### src/rtl/usb_in_sched_pkg.sv
// Shared types and default timing constants for the IN-endpoint scheduler.
package usb_in_sched_pkg;

  typedef enum logic {
    ST_IDLE = 1'b0,
    ST_OWN  = 1'b1
  } sched_state_t;

  // 1 ms ack watchdog and 1 s host-presence window at 48 MHz
  localparam int DEFAULT_TIMEOUT_CYC  = 48000;
  localparam int DEFAULT_PRESENCE_CYC = 48000000;

endpackage

### src/rtl/usb_rr_pick.sv
// Combinational round-robin picker: first eligible index strictly after `last`, wrapping.
module usb_rr_pick #(
  parameter int N  = 2,
  parameter int IW = $clog2(N)
) (
  input  logic [N-1:0]  eligible,
  input  logic [IW-1:0] last,
  output logic [IW-1:0] winner,
  output logic          valid
);

  logic [IW-1:0] idx;

  always_comb begin
    winner = '0;
    valid  = 1'b0;
    idx    = '0;
    // Offset N wraps back to `last` itself, so a lone requester can win again
    for (int k = 1; k <= N; k++) begin
      idx = IW'((int'(last) + k) % N);
      if (!valid && eligible[idx]) begin
        valid  = 1'b1;
        winner = idx;
      end
    end
  end

endmodule

### src/rtl/usb_in_ep_sched.sv
// Round-robin IN-endpoint slot scheduler with ack watchdog and SOF presence gating.
// Optional per-frame packet budget enabled by defining USB_IN_SCHED_BUDGET_EN.
module usb_in_ep_sched
  import usb_in_sched_pkg::*;
#(
  parameter int NUM_REQ      = 2,
  parameter int BUDGET       = 4,
  parameter int TIMEOUT_CYC  = DEFAULT_TIMEOUT_CYC,
  parameter int PRESENCE_CYC = DEFAULT_PRESENCE_CYC
) (
  input  logic                       clk_48mhz,
  input  logic                       reset,
  input  logic [NUM_REQ-1:0]         req_in_ep_req,
  output logic [NUM_REQ-1:0]         req_in_ep_grant,
  output logic                       pe_in_ep_req,
  input  logic                       pe_in_ep_grant,
  input  logic                       pe_in_ep_acked,
  input  logic                       sof_valid,
  output logic                       host_present,
  output logic [$clog2(NUM_REQ)-1:0] owner,
  output logic                       timeout_err
);

  localparam int IW  = $clog2(NUM_REQ);
  localparam int WDW = $clog2(TIMEOUT_CYC + 1);
  localparam int PW  = $clog2(PRESENCE_CYC + 1);

  if (NUM_REQ < 2 || NUM_REQ > 8 || BUDGET < 1 || TIMEOUT_CYC < 1 || PRESENCE_CYC < 1) begin : g_param_check
    $error("usb_in_ep_sched: parameter out of range");
  end

  sched_state_t   state_reg, state_next;
  logic [IW-1:0]  owner_reg, owner_next;
  logic [IW-1:0]  last_reg, last_next;
  logic [WDW-1:0] wd_reg, wd_next;
  logic           timeout_reg, timeout_next;
  logic [PW-1:0]  pres_cnt_reg;
  logic           host_present_reg;
  logic           count_ack;

  logic [NUM_REQ-1:0] eligible;
  logic [IW-1:0]      pick_winner;
  logic               pick_valid;

`ifdef USB_IN_SCHED_BUDGET_EN
  localparam int BW = $clog2(BUDGET + 1);

  // Never exceeds BUDGET: a requester at its limit cannot be granted again
  for (genvar gi = 0; gi < NUM_REQ; gi++) begin : g_budget
    logic [BW-1:0] pkt_cnt_reg;

    always_ff @(posedge clk_48mhz) begin
      if (reset || sof_valid) begin
        pkt_cnt_reg <= '0;
      end else if (count_ack && owner_reg == IW'(gi)) begin
        pkt_cnt_reg <= pkt_cnt_reg + BW'(1);
      end
    end

    assign eligible[gi] = req_in_ep_req[gi] && (pkt_cnt_reg != BW'(BUDGET));
  end
`else
  assign eligible = req_in_ep_req;
`endif

  usb_rr_pick #(
    .N  (NUM_REQ),
    .IW (IW)
  ) u_pick (
    .eligible (eligible),
    .last     (last_reg),
    .winner   (pick_winner),
    .valid    (pick_valid)
  );

  always_comb begin
    state_next   = state_reg;
    owner_next   = owner_reg;
    last_next    = last_reg;
    wd_next      = wd_reg;
    timeout_next = 1'b0;
    count_ack    = 1'b0;
    case (state_reg)
      ST_IDLE: begin
        if (host_present_reg && pick_valid) begin
          state_next = ST_OWN;
          owner_next = pick_winner;
          wd_next    = '0;
        end
      end
      ST_OWN: begin
        // Ack takes priority over a simultaneous request drop
        if (pe_in_ep_acked) begin
          state_next = ST_IDLE;
          last_next  = owner_reg;
          count_ack  = 1'b1;
        end else if (!req_in_ep_req[owner_reg]) begin
          state_next = ST_IDLE;
          last_next  = owner_reg;
        end else if (wd_reg == WDW'(TIMEOUT_CYC - 1)) begin
          state_next   = ST_IDLE;
          last_next    = owner_reg;
          timeout_next = 1'b1;
        end else begin
          wd_next = wd_reg + WDW'(1);
        end
      end
      default: state_next = ST_IDLE;
    endcase
  end

  always_ff @(posedge clk_48mhz) begin
    if (reset) begin
      state_reg   <= ST_IDLE;
      owner_reg   <= '0;
      last_reg    <= IW'(NUM_REQ - 1);
      wd_reg      <= '0;
      timeout_reg <= 1'b0;
    end else begin
      state_reg   <= state_next;
      owner_reg   <= owner_next;
      last_reg    <= last_next;
      wd_reg      <= wd_next;
      timeout_reg <= timeout_next;
    end
  end

  always_ff @(posedge clk_48mhz) begin
    if (reset) begin
      pres_cnt_reg     <= '0;
      host_present_reg <= 1'b0;
    end else if (sof_valid) begin
      pres_cnt_reg     <= '0;
      host_present_reg <= 1'b1;
    end else begin
      if (pres_cnt_reg != PW'(PRESENCE_CYC)) begin
        pres_cnt_reg <= pres_cnt_reg + PW'(1);
      end
      if (pres_cnt_reg == PW'(PRESENCE_CYC)) begin
        host_present_reg <= 1'b0;
      end
    end
  end

  for (genvar gi = 0; gi < NUM_REQ; gi++) begin : g_grant
    assign req_in_ep_grant[gi] = (state_reg == ST_OWN) && (owner_reg == IW'(gi)) && pe_in_ep_grant;
  end

  assign pe_in_ep_req = (state_reg == ST_OWN);
  assign host_present = host_present_reg;
  assign owner        = owner_reg;
  assign timeout_err  = timeout_reg;

endmodule

### config.mk
export PLATFORM = sky130hd
export DESIGN_NAME = usb_in_ep_sched
export DESIGN_NICKNAME = d
export VERILOG_FILES = /design/src/rtl/usb_in_sched_pkg.sv /design/src/rtl/usb_rr_pick.sv /design/src/rtl/usb_in_ep_sched.sv
export SDC_FILE = /design/constraint.sdc
export NUM_CORES = 1
export LEC_CHECK = 0
export CAP_MARGIN = 20
export CELL_PAD_IN_SITES_DETAIL_PLACEMENT = 2
export CELL_PAD_IN_SITES_GLOBAL_PLACEMENT = 2
export CORE_ASPECT_RATIO = 1.1
export CORE_MARGIN = 4
export CORE_UTILIZATION = 36
export DETAILED_ROUTE_END_ITERATION = 10
export PLACE_DENSITY = 0.76
export SYNTH_ARGS = -nofsm -noshare
export SYNTH_HDL_FRONTEND = slang
export SYNTH_SLANG_ARGS = --single-unit
### constraint.sdc
create_clock -name clk_48mhz -period 2.42 [get_ports clk_48mhz]
set_input_delay 0.484 -clock clk_48mhz [delete_from_list [all_inputs] [get_ports clk_48mhz]]
set_output_delay 0.484 -clock clk_48mhz [all_outputs]
set_load 0.005 [all_outputs]
* Yosys cells after proc, flatten, opt, wreduce, memory -nomap -nowiden *
Cells that the tools add are included.

storage, ports and cells
  register bits = 47
  latch bits = 0
  RAM bits = 0
  ROM bits = 0
  input port bits = 7
  output and inout bits = 6
  word-level logic and storage cells = 64
  memories = 0

cells by class
  $add $sub $neg = 4
  multipliers = 0
  div/mod/pow operators = 0
  $lt $le $gt $ge = 3
  equality and inequality tests = 8
  shift operators = 0
  multiplexer cells = 26
  bitwise logic cells = 3
  reduce and logical (&&, ||, !) cells = 13

operators by type and width
  operator               number
  $mux 16                4
  $pmux 16 s2            1
  $add 26x1->26 const B  1
  $eq 26x26->1 const B   1
  $ne 26x26->1 const B   1
  $mux 1                 20
  $add 16x1->16 const B  1
  $eq 16x16->1 const B   1
  $logic_and 1x1->1      6
  $lt 1x2->1 const B     3
  $ne 2x2->1 const B     3
  $reduce_and 2->1       2
  $reduce_and 4->1       1
  $reduce_or 4->1        1
  $ne 3x2->1 const B     1
  $not 1->1              3
  $add 1x1->1 const B    2
  $ne 2x1->1 const B     1
  $pmux 1 s2             1
  $reduce_bool 2->1      1
  $reduce_or 2->1        1
  $logic_not 1->1        1

* Logic depth before layout (Yosys ltp) *
  depth after elaboration = 10
  gate-level depth with buffers = 8
  depth with buffers taken out = 7

* Hierarchy *
Synthesis repeated with hierarchy kept, for this count alone.

unflattened totals
  cells, all modules = 280
  area, all modules = 2303.5 um^2

modules (own cells, without submodules)
  module           instances  cells an instance  area each (um^2)  seq. area each (um^2)
  usb_in_ep_sched  1          278                2289.7            940.9
  usb_rr_pick      1          2                  13.8              0.0

* Least setup slack after synthesis *
No wires, ideal clock.

  kind = flip-flop to flip-flop
  start point = reg wd_reg[0]
  end point = reg wd_reg[3]
  library setup time = 0.067 ns
  data arrival time = 1.726 ns
  data required time = 2.353 ns
  setup slack = 0.627 ns
  stages on the path, launching flop included = 9
  clock period less this slack = 1.793 ns
  cell sequence = dfxtp_1 -> ha_1 -> nand2_1 -> or4_4 -> o21ai_2 -> buf_6 -> buf_6 -> o21ai_1 -> a21oi_2

on the way
  cells in the longest elaborated chain, start to end = 5
  elaborated cells between the ends (all ways) = 8

RTL lines
  item                    RTL line                RTL
  from (decl)             usb_in_ep_sched.sv:35   logic [WDW-1:0] wd_reg, wd_next;
  from (signal assigned)  usb_in_ep_sched.sv:123  wd_reg <= wd_next;
  $add 16x1->16           usb_in_ep_sched.sv:105  wd_next = wd_reg + WDW'(1);
  $mux 16                 usb_in_ep_sched.sv:100  end else if (wd_reg == WDW'(TIMEOUT_CYC - 1)) begin
  $mux 16                 usb_in_ep_sched.sv:97   end else if (!req_in_ep_req[owner_reg]) begin
  $mux 16                 usb_in_ep_sched.sv:93   if (pe_in_ep_acked) begin
  $pmux 16 s2             usb_in_ep_sched.sv:83   case (state_reg)

Several ways; a longest one is shown, not always the timed one. The select of a mux whose other input is x is not followed.
A chain may end at the register's enable or synchronous reset.

* Worst setup path in the final report *
  start point = in pe_in_ep_grant
  end point = out req_in_ep_grant[1]

on the way
  cells in the longest elaborated chain, start to end = 1

RTL lines
  item               RTL line                RTL
  from (decl)        usb_in_ep_sched.sv:16   input logic pe_in_ep_grant,
  $logic_and 1x1->1  usb_in_ep_sched.sv:146  assign req_in_ep_grant[gi] = (state_reg == ST_OWN) && (owner_reg == IW'(gi)) && pe_in_ep_grant;
  to (decl)          usb_in_ep_sched.sv:14   output logic [NUM_REQ-1:0] req_in_ep_grant,

Every way passes these cells.

==> out/metrics.cfg <==
[outcome]
status=completed

[logic_synthesis]
synth_area_leaders=dfxtp_1 (39%), nor2_1 (4.9%), xnor2_1 (4.8%), nand3_1 (4.4%), nand2_1 (3.6%)
ys_seq_elements=47
synth-edff-count=0
yosysTopAreaCell=dfxtp_1
netlist_instances=284
synth.distinct_cells=52
synth_fp_nets=294
yosysSeqAreaShare=0.394
async_flop_share=0
ys.flop_type=dfxtp_1
ys_warn_count=0
synth_top_area_share=0.394
avgSynthCellArea_sq_um=8.40
mappedNetlistArea_sq_mm=0.00239

[floorplanning]
initial_core_util=0.378
rows=30
fp.dieArea_sq_mm=0.00800
ios=13
fp.dieW_microns=85.6
die_h_microns=93.4
coreArea_sq_mm=0.00631

[sta]
fin_crit_sh=0.866
fmax_ghz=0.477
finalClockSkew_ns=0.0104
final_hold_viol_count=0
rsz0062_at_grt=false
worst_pin_slew_ns=0.576
tns_ns=0
maxSlewHeadroom=0.613
finalMaxSlewViolations=0
final-setup-viol-count=0
final.min_clock_period_ns=2.10

[pwr]
power_density_mw_per_mm2=496
leakagePower_nw=0.829
seqPwrFrac=0.582
vdd_drop_max_uv=241
combinationalPowerShare=0.063
p_clk_frac=0.355
p_switching_w=0.000329
p_int_w=0.00102
p_sw_frac=0.244

[layout]
final_cells=387
nFillCells=749
antenna_cells=0
drive_above_1_share=0.111
final_cell_mix=dfxtp_1 (47), nor2_1 (31), nand2_1 (23), nand3_1 (21), xnor2_1 (13)
area_growth_pct=14.2
mostFrequentLayoutCell=dfxtp_1
finalNetCount=316
largest_register_ff_count=26

[clocking]
cts.path.max_buffers=2
htree_num_levels=2
post-cts-setup-buffers=0
cts_tree=done
clkLatencyLatePin_ns=0.30
cts_hold_buffers=0
clk_pin_slew_ns=0.09
numCtsBuffers=5
cts_root_buf=clkbuf_8
ctsResizeCount=0
clock-sinks=47

[critical_path]
reg2reg_from=wd_reg[0]
worstSetupStartpoint=pe_in_ep_grant
crit_path_max_fanout=2
cp-start-kind=input pin
cp-end-kind=primary output
crit_end=req_in_ep_grant[1]
cp.arrival_ns=1.61
worstReg2RegEnd=last_reg
critPathRequiredTime_ns=1.94
path_class=input pin to primary output
ff2ff_path_depth=6
ff2ff_setup_slack_ns=0.35

[route]
firstDrtPassIters=4
drt_iter0_drc=73
post-route-drc-count=0
wl_microns=6440
vias_per_cell=5.57
routedWlPerCell_microns=16.7
dr_total_vias=2157
ant_nets=0

[grt]
grt_pass1_wl_microns=11100
gr-max-usage-layer=met2
track_usage=0.175
grt_max_degree=19
use_met1=0.203
antenna_found_initial=0
grtUsageMet3=0.0317
overflow=0
gr-usage-met2=0.324
grt_pass1_vias=2307

[worst_hold_path]
hold_class=flop to flop

[place]
routabilityCongestion=0.719
portBuffers=12
hpwl_microns=4870
placed_cells=379

[run]
maxCapViolCount=0

## through the flow
step	utilization	power, W	area (sq um)	worst slack, ns	hold slack (ns)
after floorplan	-	0.000848	2390	0.627	0.442
after global placement	0.419	0.000887	2640	0.212	0.471
after detailed placement	0.419	0.000891	2640	0.156	0.480
after CTS	0.432	0.00137	2720	0.305	0.495
after global routing	0.432	0.00143	2720	0.188	0.515
final	0.432	0.00135	2720	0.325	0.490
## synthesized netlist by cell type (all sizes together), types with 7 or more instances
cell type and count:
nand3 22, or3 12, a21oi 12, inv 11
or4 7, xnor2 13, dfxtp 47, nand4 9
nand2 23, nor3 10, o21ai 15, nor2 32
## power by group through the flow
stage	clock network [W]	registers [W]	logic, W
6_report	0.000480	0.000786	0.0000854
5_1_grt	0.000543	0.000787	0.0000957
4_1_cts	0.000501	0.000786	0.0000874
3_5_place_dp	0	0.000804	0.0000868
3_3_place_gp	0	0.000804	0.0000837
2_1_floorplan	0	0.000802	0.0000458
## logic make-up (layout without fill, tap and decap cells)
kind of cell,count (synthesis),count (layout),synth area share
XOR/XNOR,18,18,0.0661
AO/OA/AOI/OAI,49,49,0.137
AND/OR/NAND/NOR,144,144,0.333
multiplexers,4,4,0.0168
adder cells (fa/ha/maj),3,3,0.0157
buffers and inverters,19,42,0.0367
flip-flops,47,47,0.394
## cell type report
type	count	area [sq um]	area share
multi-input combinational	218	1360	0.498
clock inverter	1	5.00	0.00184
sequential	47	941	0.345
tap	80	100	0.0367
inverter	11	41.3	0.0152
timing repair buffer	23	203	0.0744
clock buffer	7	76.3	0.0280
## worst max-delay path: stages
cell and delay, ns:
clkdlybuf4s50_1 0.47, and3_1 0.15, clkdlybuf4s50_1 0.51
## how the worst min path moves through the flow
| stage | startpoint | to | slack, ns | cells after the start |
|---|---|---|---|---|
| after global routing | last_reg | last_reg | 0.51 | 1 |
| after floorplan | pres_cnt_reg[25] | pres_cnt_reg[25] | 0.44 | 2 |
| final | wd_reg[9] | wd_reg[9] | 0.49 | 1 |
| after global placement | host_present | host_present | 0.47 | 2 |
| after CTS | wd_reg[9] | wd_reg[9] | 0.50 | 1 |
| after detailed placement | last_reg | last_reg | 0.48 | 1 |
## metal layers
metal	wire, microns	part of all wire
met5	0	0
met4	72	0.011
met3	91	0.014
met2	3420	0.53
met1	2860	0.44
Power figures use the tool's default switching activity.
